[src/rtl/fetch_unit_pkg.sv]
// YASAC fetch stage shared definitions: widths, FSM encoding, instruction fields.
package fetch_unit_pkg;

    localparam int unsigned ADDR_W_DEF  = 8;
    localparam int unsigned INSTR_W_DEF = 16;
    localparam logic [7:0]  RESET_PC_DEF = 8'h00;

    typedef enum logic [1:0] {
        ST_IDLE   = 2'd0,
        ST_RUN    = 2'd1,
        ST_HALTED = 2'd2
    } fetch_state_e;

    localparam int unsigned OPC_MSB = 15;
    localparam int unsigned OPC_LSB = 11;
    localparam int unsigned RA_MSB  = 10;
    localparam int unsigned RA_LSB  = 8;
    localparam int unsigned K_MSB   = 7;
    localparam int unsigned K_LSB   = 0;
    localparam int unsigned RB_MSB  = 2;
    localparam int unsigned RB_LSB  = 0;

    function automatic logic [4:0] opcode_of(input logic [15:0] instr);
        return instr[OPC_MSB:OPC_LSB];
    endfunction

endpackage

[src/rtl/fetch_unit_pc_counter.sv]
// Program counter: sync reset, load, increment with natural wrap, hold.
module fetch_unit_pc_counter
    import fetch_unit_pkg::*;
#(
    parameter int unsigned       ADDR_W    = ADDR_W_DEF,
    parameter logic [ADDR_W-1:0] RESET_VAL = '0
) (
    input  logic              clk,
    input  logic              rst_ni,
    input  logic              load_i,
    input  logic [ADDR_W-1:0] load_val_i,
    input  logic              inc_i,
    output logic [ADDR_W-1:0] pc_o
);

    logic [ADDR_W-1:0] pc_q, pc_d;

    always_comb begin
        pc_d = pc_q;
        if (load_i) begin
            pc_d = load_val_i;
        end else if (inc_i) begin
            pc_d = pc_q + ADDR_W'(1);
        end
    end

    always_ff @(posedge clk) begin
        if (!rst_ni) begin
            pc_q <= RESET_VAL;
        end else begin
            pc_q <= pc_d;
        end
    end

    assign pc_o = pc_q;

endmodule

[src/rtl/fetch_unit.sv]
// YASAC instruction fetch stage: PC, IR and valid/ready hand-off to decode.
// Optional transfer counter output fetch_cnt enabled by YASAC_FETCH_CNT_EN.
module fetch_unit
    import fetch_unit_pkg::*;
#(
    parameter int unsigned       ADDR_W   = ADDR_W_DEF,
    parameter int unsigned       INSTR_W  = INSTR_W_DEF,
    parameter logic [ADDR_W-1:0] RESET_PC = ADDR_W'(RESET_PC_DEF)
) (
    input  logic               clk,
    input  logic               reset_n,
    input  logic               start,
    input  logic               halt,
    output logic [ADDR_W-1:0]  code_addr,
    input  logic [INSTR_W-1:0] code_data,
    output logic [INSTR_W-1:0] ir,
    output logic [ADDR_W-1:0]  ir_pc,
    output logic               ir_valid,
    input  logic               ir_ready,
    input  logic               redirect,
    input  logic [ADDR_W-1:0]  redirect_addr,
`ifdef YASAC_FETCH_CNT_EN
    output logic [15:0]        fetch_cnt,
`endif
    output logic               busy
);

    fetch_state_e       state_q, state_d;
    logic [INSTR_W-1:0] ir_q, ir_d;
    logic [ADDR_W-1:0]  ir_pc_q, ir_pc_d;
    logic               valid_q, valid_d;
    logic [ADDR_W-1:0]  pc;
    logic               pc_load;
    logic               pc_inc;
    logic [ADDR_W-1:0]  pc_load_val;
    logic               xfer;

    assign xfer = valid_q & ir_ready;

    always_comb begin
        state_d     = state_q;
        ir_d        = ir_q;
        ir_pc_d     = ir_pc_q;
        valid_d     = valid_q;
        pc_load     = 1'b0;
        pc_inc      = 1'b0;
        pc_load_val = RESET_PC;
        unique case (state_q)
            ST_IDLE, ST_HALTED: begin
                if (start) begin
                    state_d = ST_RUN;
                    pc_load = 1'b1;
                    valid_d = 1'b0;
                end
            end
            ST_RUN: begin
                // halt wins over redirect, redirect wins over a fetch
                if (halt) begin
                    state_d = ST_HALTED;
                    valid_d = 1'b0;
                end else if (redirect) begin
                    pc_load     = 1'b1;
                    pc_load_val = redirect_addr;
                    valid_d     = 1'b0;
                end else if (!valid_q || xfer) begin
                    ir_d    = code_data;
                    ir_pc_d = pc;
                    valid_d = 1'b1;
                    pc_inc  = 1'b1;
                end
            end
            default: begin
                state_d = ST_IDLE;
                valid_d = 1'b0;
            end
        endcase
    end

    always_ff @(posedge clk) begin
        if (!reset_n) begin
            state_q <= ST_IDLE;
            ir_q    <= '0;
            ir_pc_q <= '0;
            valid_q <= 1'b0;
        end else begin
            state_q <= state_d;
            ir_q    <= ir_d;
            ir_pc_q <= ir_pc_d;
            valid_q <= valid_d;
        end
    end

    fetch_unit_pc_counter #(
        .ADDR_W    (ADDR_W),
        .RESET_VAL (RESET_PC)
    ) u_pc (
        .clk        (clk),
        .rst_ni     (reset_n),
        .load_i     (pc_load),
        .load_val_i (pc_load_val),
        .inc_i      (pc_inc),
        .pc_o       (pc)
    );

`ifdef YASAC_FETCH_CNT_EN
    logic [15:0] cnt_q, cnt_d;

    // transfers flushed by a same-edge redirect or halt still count
    always_comb begin
        cnt_d = cnt_q;
        if (start && state_q != ST_RUN) begin
            cnt_d = '0;
        end else if (xfer && cnt_q != 16'hFFFF) begin
            cnt_d = cnt_q + 16'd1;
        end
    end

    always_ff @(posedge clk) begin
        if (!reset_n) begin
            cnt_q <= '0;
        end else begin
            cnt_q <= cnt_d;
        end
    end

    assign fetch_cnt = cnt_q;
`endif

    assign code_addr = pc;
    assign ir        = ir_q;
    assign ir_pc     = ir_pc_q;
    assign ir_valid  = valid_q;
    assign busy      = (state_q == ST_RUN);

endmodule

[config.mk]
export PLATFORM = sky130hd
export DESIGN_NAME = fetch_unit
export DESIGN_NICKNAME = d
export VERILOG_FILES = /design/src/rtl/fetch_unit_pkg.sv /design/src/rtl/fetch_unit_pc_counter.sv /design/src/rtl/fetch_unit.sv
export SDC_FILE = /design/constraint.sdc
export NUM_CORES = 1
export LEC_CHECK = 0
export BUFFER_PORTS_ARGS = -buffer_cell sky130_fd_sc_hd__buf_2
export CORE_MARGIN = 10
export CORE_UTILIZATION = 50
export CTS_CLUSTER_DIAMETER = 50
export DETAILED_ROUTE_END_ITERATION = 8
export PLACE_DENSITY_LB_ADDON = 0.12
export SLEW_MARGIN = 10
export SYNTH_ARGS = -nofsm -noshare
export SYNTH_HDL_FRONTEND = slang
export SYNTH_SLANG_ARGS = --single-unit
[constraint.sdc]
create_clock -name clk -period 5.3 [get_ports clk]
set_clock_uncertainty 0.15 [all_clocks]
set_input_delay 0.53 -clock clk [delete_from_list [all_inputs] [get_ports clk]]
set_output_delay 0.53 -clock clk [all_outputs]
set_load 0.1 [all_outputs]
Word-level counts from Yosys, hierarchy flattened
Cells that the tools add are included.
{"block": "classes", "add_sub_neg": 1, "n_eq_ne": 5, "mux": 21, "bitwise": 3, "n_reduce_logical": 8}
{"cell": "8-bit 2-to-1 mux", "n": 5}
{"cell": "1-bit 2-to-1 mux", "n": 11}
{"cell": "8-bit by 1-bit adder with 8-bit output (second input constant)", "n": 1}
{"cell": "2-bit 2-to-1 mux", "n": 2}
{"cell": "2-bit != test (second input constant)", "n": 2}
{"cell": "4-bit by 3-bit != test with 1-bit output (second input constant)", "n": 1}
{"cell": "1-bit one-hot mux with 2 select lines", "n": 2}
{"cell": "2-bit one-hot mux with 2 select lines", "n": 1}
{"cell": "2-bit AND reduction", "n": 2}
{"cell": "4-bit AND reduction", "n": 1}
{"cell": "2-bit by 1-bit == test with 1-bit output (second input constant)", "n": 1}
{"cell": "2-bit == test (second input constant)", "n": 1}
{"cell": "2-bit logical NOT", "n": 1}
{"cell": "1-bit inverter", "n": 2}
{"cell": "2-bit nonzero test", "n": 1}
{"cell": "2-bit OR reduction", "n": 1}
{"cell": "1-bit AND", "n": 1}
{"cell": "1-bit logical NOT", "n": 1}
{"cell": "1-bit logical OR", "n": 1}
{"block": "totals", "reg_bits": 35, "output_inout_bits": 34, "word_cells": 43}

Logic depth before layout (Yosys ltp)
Gate-level depths: netlist (run 1).
{"block": "logic_depth", "ltp_word": 8, "ltp_mapped": 6}

Modules after synthesis
Synthesis (run 1) repeated with hierarchy kept, for this count alone.
{"block": "unflattened", "hier_cells": 185, "area_unflattened_um2": 1635.3}
{"mod": "fetch_unit", "n_inst": 1, "cells_each": 130, "area_each_um2": 1173.6, "seq_area_each_um2": 540.5}
{"mod": "fetch_unit_pc_counter", "n_inst": 1, "cells_each": 55, "area_each_um2": 461.7, "seq_area_each_um2": 160.2}

Least setup slack after synthesis (run 1)
No wires, ideal clock.
{"block": "synth_timing", "path_kind": "register -> register", "from": "register valid_q (netlist: ir_valid)", "to": "register u_pc.pc_q[7] (netlist: u_pc.pc_o[7])", "arrival_time_ps": 2129, "t_required_ps": 5064, "slack_ps": 2935, "path_stages_with_launch": 6, "path_buffers": 1, "cell_sequence": "dfxtp_1 > nor2b_1 > or4_1 > buf_2 > or4_1 > a211oi_1"}
{"block": "synth_via", "elab_chain_len": 7, "elab_cells_between_ends": 8, "cone_classes": "4 x mux; 1 x bitwise; 3 x reduce/logical"}
{"item": "from (decl)", "line": "fetch_unit.sv:31", "text": "logic valid_q, valid_d;"}
{"item": "from (signal assigned)", "line": "fetch_unit.sv:89", "text": "valid_q <= valid_d;"}
{"item": "1-bit AND / 1-bit logical NOT (equally long branches)", "line": "fetch_unit.sv:38, fetch_unit.sv:65"}
{"item": "1-bit logical OR *", "line": "fetch_unit.sv:65", "text": "end else if (!valid_q || xfer) begin"}
{"item": "1-bit 2-to-1 mux *", "line": "fetch_unit.sv:65"}
{"item": "1-bit 2-to-1 mux *", "line": "fetch_unit.sv:61", "text": "end else if (redirect) begin"}
{"item": "1-bit 2-to-1 mux *", "line": "fetch_unit.sv:58", "text": "if (halt) begin"}
{"item": "1-bit 2-to-1 mux *", "line": "fetch_unit.sv:48", "text": "unique case (state_q)"}
{"item": "2-bit nonzero test (no line) *"}
{"item": "to (signal assigned)", "line": "fetch_unit_pc_counter.sv:31", "text": "pc_q <= pc_d;"}
{"item": "to (decl)", "line": "fetch_unit_pc_counter.sv:16", "text": "logic [ADDR_W-1:0] pc_q, pc_d;"}
Every way passes the cells marked *; elsewhere a longest branch is shown, timed or not.
A chain may end at the register's enable or synchronous reset.

Worst setup path after layout (run 1)
{"block": "layout_timing", "from": "register state_q[0]", "to": "register u_pc.pc_q[7] (netlist: u_pc.pc_o[7])"}
{"block": "layout_via", "elab_chain_len": 4, "elab_cells_between_ends": 9, "cone_classes": "2 x eq/ne; 4 x mux; 3 x reduce/logical"}
{"item": "from (decl)", "line": "fetch_unit.sv:28", "text": "fetch_state_e state_q, state_d;"}
{"item": "from (signal assigned)", "line": "fetch_unit.sv:86", "text": "state_q <= state_d;"}
{"item": "2-bit == test / 2-bit logical NOT (equally long branches)", "line": "fetch_unit.sv:48"}
{"item": "2-bit OR reduction", "line": "fetch_unit.sv:48"}
{"item": "1-bit one-hot mux with 2 select lines", "line": "fetch_unit.sv:48"}
{"item": "8-bit 2-to-1 mux / 2-bit nonzero test (equally long branches)"}
Several ways; a longest one is shown, not always the timed one.

==> results.ini, run 1 <==
[status]
status = complete, no violations

[die]
initial_core_util_pct = 53.6
die_y_um = 74.8
die_area_sq_mm = 0.00560
ioPinCount = 64
core_area_sq_mm = 0.00281
die_w_um = 74.8
num_rows = 19

[global_routing]
antenna_found_initial = 0
grt_max_degree = 35
grt_pass1_vias = 1530
track_usage_pct = 14.9
grt_pass1_wl_um = 6640
gr-total-overflow = 0

[synthesis]
synth.cell_area_sq_mm = 0.00150
yosysSeqAreaShare_pct = 46.6
async_flop_share_pct = 0
synth_seq_cells = 35
synth_cells = 184
yosys_warnings = 0
synth.most_common_cell = nand2_1
synth-edff-count = 0
ys_top_cells_by_area = dfxtp_1 47%, nand2_1 14%, a21boi_0 12%
ys_top_cells_by_count = 56 x nand2_1, 35 x dfxtp_1, 25 x a21boi_0, 11 x clkbuf_1, 7 x o21ai_0
synth-main-ff-cell = dfxtp_1
yosys.area.top_type_share_pct = 46.6
ys_types = 32
synth_top_area_cell = dfxtp_1
synth_nets = 215
synth.avg_cell_area_sq_um = 8.17

[setup_path]
reg2reg_from = state_q[0]
endpoint_kind = flop
r2r_cells = 4
worst_setup_path_start_kind = flop
crit_path_frequent_cell = or4_1
cp_slowest_cell = or4_1
cp_max_fo = 34
cpPeakStageDelay_ns = 1.02
cp_cell_sequence = nand2b_1 -> or4_1 -> or4_1 -> a211oi_1
crit_arrival_ns = 2.84
required_ns = 5.42
crit_type = reg2reg
startpoint = state_q[0]

[timing]
tns_ns = 0
timing.fmax_ghz = 0.367
fin_crit_ns = 2.72
tightest_slew_ns = 1.12
hold_violations = 0
slew_viol_final = 0
post-route-period-util_pct = 51.4
slew_headroom_pct = 25.3
rsz0062_at_grt = no
finalSetupViolations = 0

[run]
drv_cap = 0

[place]
portBuffers = 63
gp_congestion = 0.761
dp_cells = 268
post-dp-hpwl_um = 3050

[finish]
drive_above_1_share_pct = 30.2
layout.cells.non_filler = 276
nNetsFinal = 275
area_growth_pct = 26.0
num_antenna_cells = 0

[detailed_routing]
drtIter0Drc = 147
drt_pass1_iterations = 4
vias = 1486
finalWirelength_um = 4080
route.detailed.drc = 0
vias_per_cell = 5.38
met3_length_um = 396
wl_per_cell_um = 14.8
wl_met2_um = 2030
routed.top_layer = met4
postRouteAntennaNets = 0
drt-met1-wl_um = 1600

[clock_network]
clock_sinks = 35
clockBufferDepth = 2
cts_hold_buf = 0
cts_tree = built
root_buffer = clkbuf_4
numCtsBuffers = 5
insertion_delay_ns = 0.34
clk_transition_reported_paths_ns = 0.11
cts_setup_buffers = 0
cts_resized = 0
htreeDepth = 2

[power_and_ir_drop]
power_switching_w = 0.000153
power_density_mw_per_mm2 = 261
swShare_pct = 31.1
internal_power_w = 0.000340
comb_power_share_pct = 16.7
clkPwrFrac_pct = 28.0
leakage_nw = 0.796
seq_power_share_pct = 55.3
peakVddDrop_mv = 0.182

[hold_path]
hold_path_class = in2reg
hold_start = redirect_addr[0]
hold_depth = 3

critical path, delay by kind of cell, from the launching register on:
family           cells  cell delay [ns]
AND/OR/NAND/NOR      3             1.88
flip-flops           1             0.42
AO/OA/AOI/OAI        1             0.20
power groups by stage:
| stage | clock [W] | sequential (W) | combinational, W |
|---|---|---|---|
| 2_1_floorplan | 0 | 0.000310 | 0.0000279 |
| 3_3_place_gp | 0 | 0.000278 | 0.0000797 |
| 3_5_place_dp | 0 | 0.000279 | 0.0000819 |
| 4_1_cts | 0.000141 | 0.000273 | 0.0000821 |
| 5_1_grt | 0.000153 | 0.000274 | 0.0000884 |
| 6_report | 0.000138 | 0.000273 | 0.0000824 |
per-layer routing:
metal / vias to the layer above / track usage [%]
li1: 751 / -
met3: 6 / 7.23
met1: 665 / 14.9
met5: - / 0
met2: 64 / 25.7
met4: 0 / 6.51
flip-flops by register name, summed over array words and instances, names as in the netlist:
name and count:
ir_pc 8, ir_valid 1, u_pc.pc_o 8, ir 16
state_q 2
cell type report:
class                   count  area (sq um)
flip-flops and latches     35           701
well taps                  31          38.8
repair buffers             65           330
fillers                   251           912
clock inverters             3          15.0
inverters                   3          11.3
clock buffers               5          37.5
multi-input cells         134           759
worst paths after layout:
kind | endpoint | slack, ns
hold / removal | u_pc.pc_o[0] | 0.25
hold reg to reg | ir_pc[3] | 0.31
setup reg to reg | u_pc.pc_o[7] | 2.58
setup / recovery | u_pc.pc_o[7] | 2.58
placed cells by master (no fill, tap or decap), drive strengths merged, types with 2 or more instances in the layout:
master / count
nand2: 56
o211ai: 2
or4: 2
nor4: 2
and2: 3
clkbuf: 5
a22oi: 2
buf: 65
nand3: 6
a21boi: 25
o21a: 2
nor3: 2
a21oi: 2
a211oi: 3
nand2b: 2
o21ai: 7
nor2b: 2
clkinv: 3
dfxtp: 35
inv: 3
nor2: 4
through the flow:
stage | hold WS (ns) | utilization, % | setup WS [ns] | cell area, sq um | power (W)
after global placement | 0.296 | 65.3 | 2.55 | 1830 | 0.000358
after CTS | 0.250 | 67.2 | 2.60 | 1880 | 0.000496
final | 0.253 | 67.5 | 2.58 | 1890 | 0.000493
after detailed placement | 0.305 | 65.3 | 2.48 | 1830 | 0.000361
after floorplan | 0.367 | - | 2.94 | 1500 | 0.000338
after global routing | 0.273 | 67.5 | 2.38 | 1890 | 0.000515
kinds of logic (layout without fill, tap and decap cells):
family | count (synthesis) | count (layout) | synth area share, %
xor gates and xnor gates | 1 | 1 | 0.583
DFF | 35 | 35 | 46.6
adders and majority gates | 1 | 1 | 0.833
and+or+nand+nor | 82 | 82 | 24.3
AOI/OAI and AO/OA | 50 | 50 | 23.8
buffers and inverters | 15 | 76 | 3.83
Note: power is estimated with default switching activity, not from simulation.
==> run 2, diff against run 1 <==
--- a/config.mk
+++ b/config.mk
@@ -5,9 +5,10 @@
 export SDC_FILE = /design/constraint.sdc
 export NUM_CORES = 1
 export LEC_CHECK = 0
+export ABC_AREA = 1
 export BUFFER_PORTS_ARGS = -buffer_cell sky130_fd_sc_hd__buf_2
 export CORE_MARGIN = 10
-export CORE_UTILIZATION = 50
+export CORE_UTILIZATION = 42
 export CTS_CLUSTER_DIAMETER = 50
 export DETAILED_ROUTE_END_ITERATION = 8
 export PLACE_DENSITY_LB_ADDON = 0.12
==> constraint.sdc (replaced) <==
create_clock -name clk -period 2.37 [get_ports clk]
set_clock_uncertainty 0.15 [all_clocks]
set_input_delay 0.237 -clock clk [delete_from_list [all_inputs] [get_ports clk]]
set_output_delay 0.237 -clock clk [all_outputs]
set_load 0.1 [all_outputs]
==> run 2 against run 1 <==
  * Register-to-register slack got worse by 2.0 ns
  * Total power grew to 2.7 times the previous value
  * Via count shrank 2.0%
  * Cell count grew 15%
  * Fmax grew 56%
  * Clock power grew to 3.0 times the previous value
  * Sequential share of layout area down 1.1 points
  * First-iteration DRC count down 37%
  * Routed wire length fell by 5.3%
  * Non-clock buffer count is 1 lower
==> results.ini, run 2 <==
[timing]
slew_viol_final = 0  ; unchanged
worst_slack_ns = 0.623  ; -1.95 ns
slew_headroom_pct = 62.4  ; +37 points
fin_crit_ns = 1.75  ; -0.976 ns
hold_violations = 0  ; unchanged
tns_ns = 0  ; unchanged
tightest_slew_ns = 0.564  ; -0.557 ns
hold_ws_ns = 0.0501  ; -0.203 ns
timing.fmax_ghz = 0.572  ; +56%
finalSetupViolations = 0  ; unchanged
post-route-period-util_pct = 73.7  ; +22 points
rsz0062_at_grt = no

[status]
status = complete, no violations

[clock_network]
clk_transition_reported_paths_ns = 0.07  ; -0.04 ns
clockBufferDepth = 2  ; unchanged
htreeDepth = 2  ; unchanged
insertion_delay_ns = 0.28  ; -0.06 ns
cts_tree = built
root_buffer = clkbuf_8
clock_sinks = 35  ; unchanged
numCtsBuffers = 5  ; unchanged
cts_setup_buffers = 0  ; unchanged
cts_hold_buf = 0  ; unchanged
cts_resized = 0  ; unchanged

[finish]
fillers = 352  ; +40%
area_growth_pct = 26.3
multi_input_area_sq_um = 663  ; -13%
seqCellArea_sq_um = 701  ; unchanged
largest_register_ffs = 16  ; unchanged
num_antenna_cells = 0  ; unchanged
layout_common_cells = 63 x buf_2, 36 x nand2_1, 35 x dfxtp_1, 31 x inv_1, 31 x a21oi_1
drive_above_1_share_pct = 29.9  ; -0.31 points
nNetsFinal = 301  ; +9.5%
mostFrequentLayoutCell = buf_2

[synthesis]
synth-edff-count = 0  ; unchanged
yosysSeqAreaShare_pct = 45.3  ; -1.3 points
synth-main-ff-cell = dfxtp_1
yosys_warnings = 0  ; unchanged
synth.cell_area_sq_mm = 0.00155  ; +2.9%
synth_cells = 209  ; +14%
synth_nets = 240  ; +12%
ys_top_cells_by_count = 36 x nand2_1, 35 x dfxtp_1, 31 x a21oi_1, 31 x inv_1, 25 x o21ai_0
ys_top_cells_by_area = dfxtp_1 45%, a21oi_1 10%, nand2_1 8.7%
synth.most_common_cell = nand2_1
synth_seq_cells = 35  ; unchanged
ys_types = 24  ; -25%
yosys.area.top_type_share_pct = 45.3  ; -1.3 points
async_flop_share_pct = 0  ; unchanged
synth_top_area_cell = dfxtp_1
synth.avg_cell_area_sq_um = 7.40  ; -9.4%

[detailed_routing]
drt_pass1_iterations = 4  ; unchanged
vias_per_cell = 4.60  ; -15%
route.detailed.drc = 0  ; unchanged
vias = 1457  ; -2.0%
finalWirelength_um = 3860  ; -5.3%
postRouteAntennaNets = 0  ; unchanged
drtIter0Drc = 93  ; -37%
wl_per_cell_um = 12.2  ; -18%

[power_and_ir_drop]
leakage_nw = 0.885  ; +11%
peakVddDrop_mv = 0.366  ; +100%
power_density_mw_per_mm2 = 672  ; +160%
fin_total_pwr_w = 0.00131  ; +170%

[place]
portBuffers = 63  ; unchanged
post-dp-hpwl_um = 2910  ; -4.5%
dp_slack_ns = 0.604  ; -1.88 ns
gp_congestion = 0.813  ; +6.9%

[global_routing]
gr-total-overflow = 0  ; unchanged
track_usage_pct = 12.0  ; -2.8 points
grt_pass1_vias = 1414  ; -7.6%
grt_pass1_wl_um = 6380  ; -3.9%
grt_max_degree = 61  ; +74%
antenna_found_initial = 0  ; unchanged

[die]
core_area_sq_mm = 0.00344  ; +23%
die_y_um = 80.7  ; +7.8%
die_w_um = 80.7  ; +7.8%
num_rows = 21  ; +2
initial_core_util_pct = 44.9  ; -8.6 points
ioPinCount = 64  ; unchanged
die_area_sq_mm = 0.00651  ; +16%

[setup_path]
crit_arrival_ns = 1.81  ; -1.03 ns
worst_setup_path_start_kind = flop
required_ns = 2.43  ; -2.99 ns
reg2reg_from = state_q[0]
startpoint = state_q[0]
endpoint_kind = flop
cp_max_fo = 60  ; +76%
crit_type = reg2reg

[run]
drv_cap = 0  ; unchanged

[hold_path]
hold_start = redirect_addr[0]
hold_path_class = in2reg

## run 2: logic make-up after synthesis
family / after synthesis / synth area share (%)
AO/OA/AOI/OAI: 60 / 20.1
XOR/XNOR: 3 / 1.70
adder cells (fa/ha/maj): 1 / 0.809
buffers and inverters: 43 / 11.8
flip-flops: 35 / 45.3
AND/OR/NAND/NOR: 67 / 20.2
## run 2: power by group
part	internal, W	switching [W]	leakage [nW]
clock	0.000205	0.000207	0.0412
sequential	0.000609	0.0000138	0.284
combinational	0.0000571	0.000220	0.560
## run 2: path summary, 6_finish.rpt
| check | endpoint | slack, ns | depth (start not counted) |
|---|---|---|---|
| hold reg to reg | ir[9] | 0.29 | 2 |
| hold / removal | u_pc.pc_o[0] | 0.05 | 3 |
| setup / recovery | ir[4] | 0.62 | 5 |
| setup reg to reg | ir[4] | 0.62 | 5 |
## run 2: area by class of cell
cell class	instances	share of cell area, %
Sequential cell	35	35.9
Multi-Input combinational cell	131	34.0
Timing Repair Buffer	64	16.5
Inverter	33	6.34
Clock buffer	6	3.72
Tap cell	46	2.95
Clock inverter	2	0.641
## run 2: critical path: stages, from the launching register on
cell and delay, ns:
dfxtp_1 0.38, nand2_2 0.11, inv_2 0.12, nand3_4 0.44, buf_4 0.33, a21oi_1 0.15
## run 2: through the flow
stage | instances | utilization (%) | instance area, sq um
after floorplan | 209 | - | 1550
after global placement | 309 | 54.3 | 1870
after detailed placement | 309 | 54.3 | 1870
after CTS | 317 | 56.7 | 1950
after global routing | 317 | 56.7 | 1950
final | 317 | 56.7 | 1950
## run 2: routing by layer
metal / vias to the layer above / part of all wire [%] / routed length, um / global-route usage [%]
li1: 794 / - / - / -
met5: - / 0 / 0 / 0
met1: 616 / 43 / 1670 / 13.2
met2: 40 / 46 / 1770 / 19.7
met3: 7 / 9.6 / 370 / 5.57
met4: 0 / 1.2 / 48 / 5.02
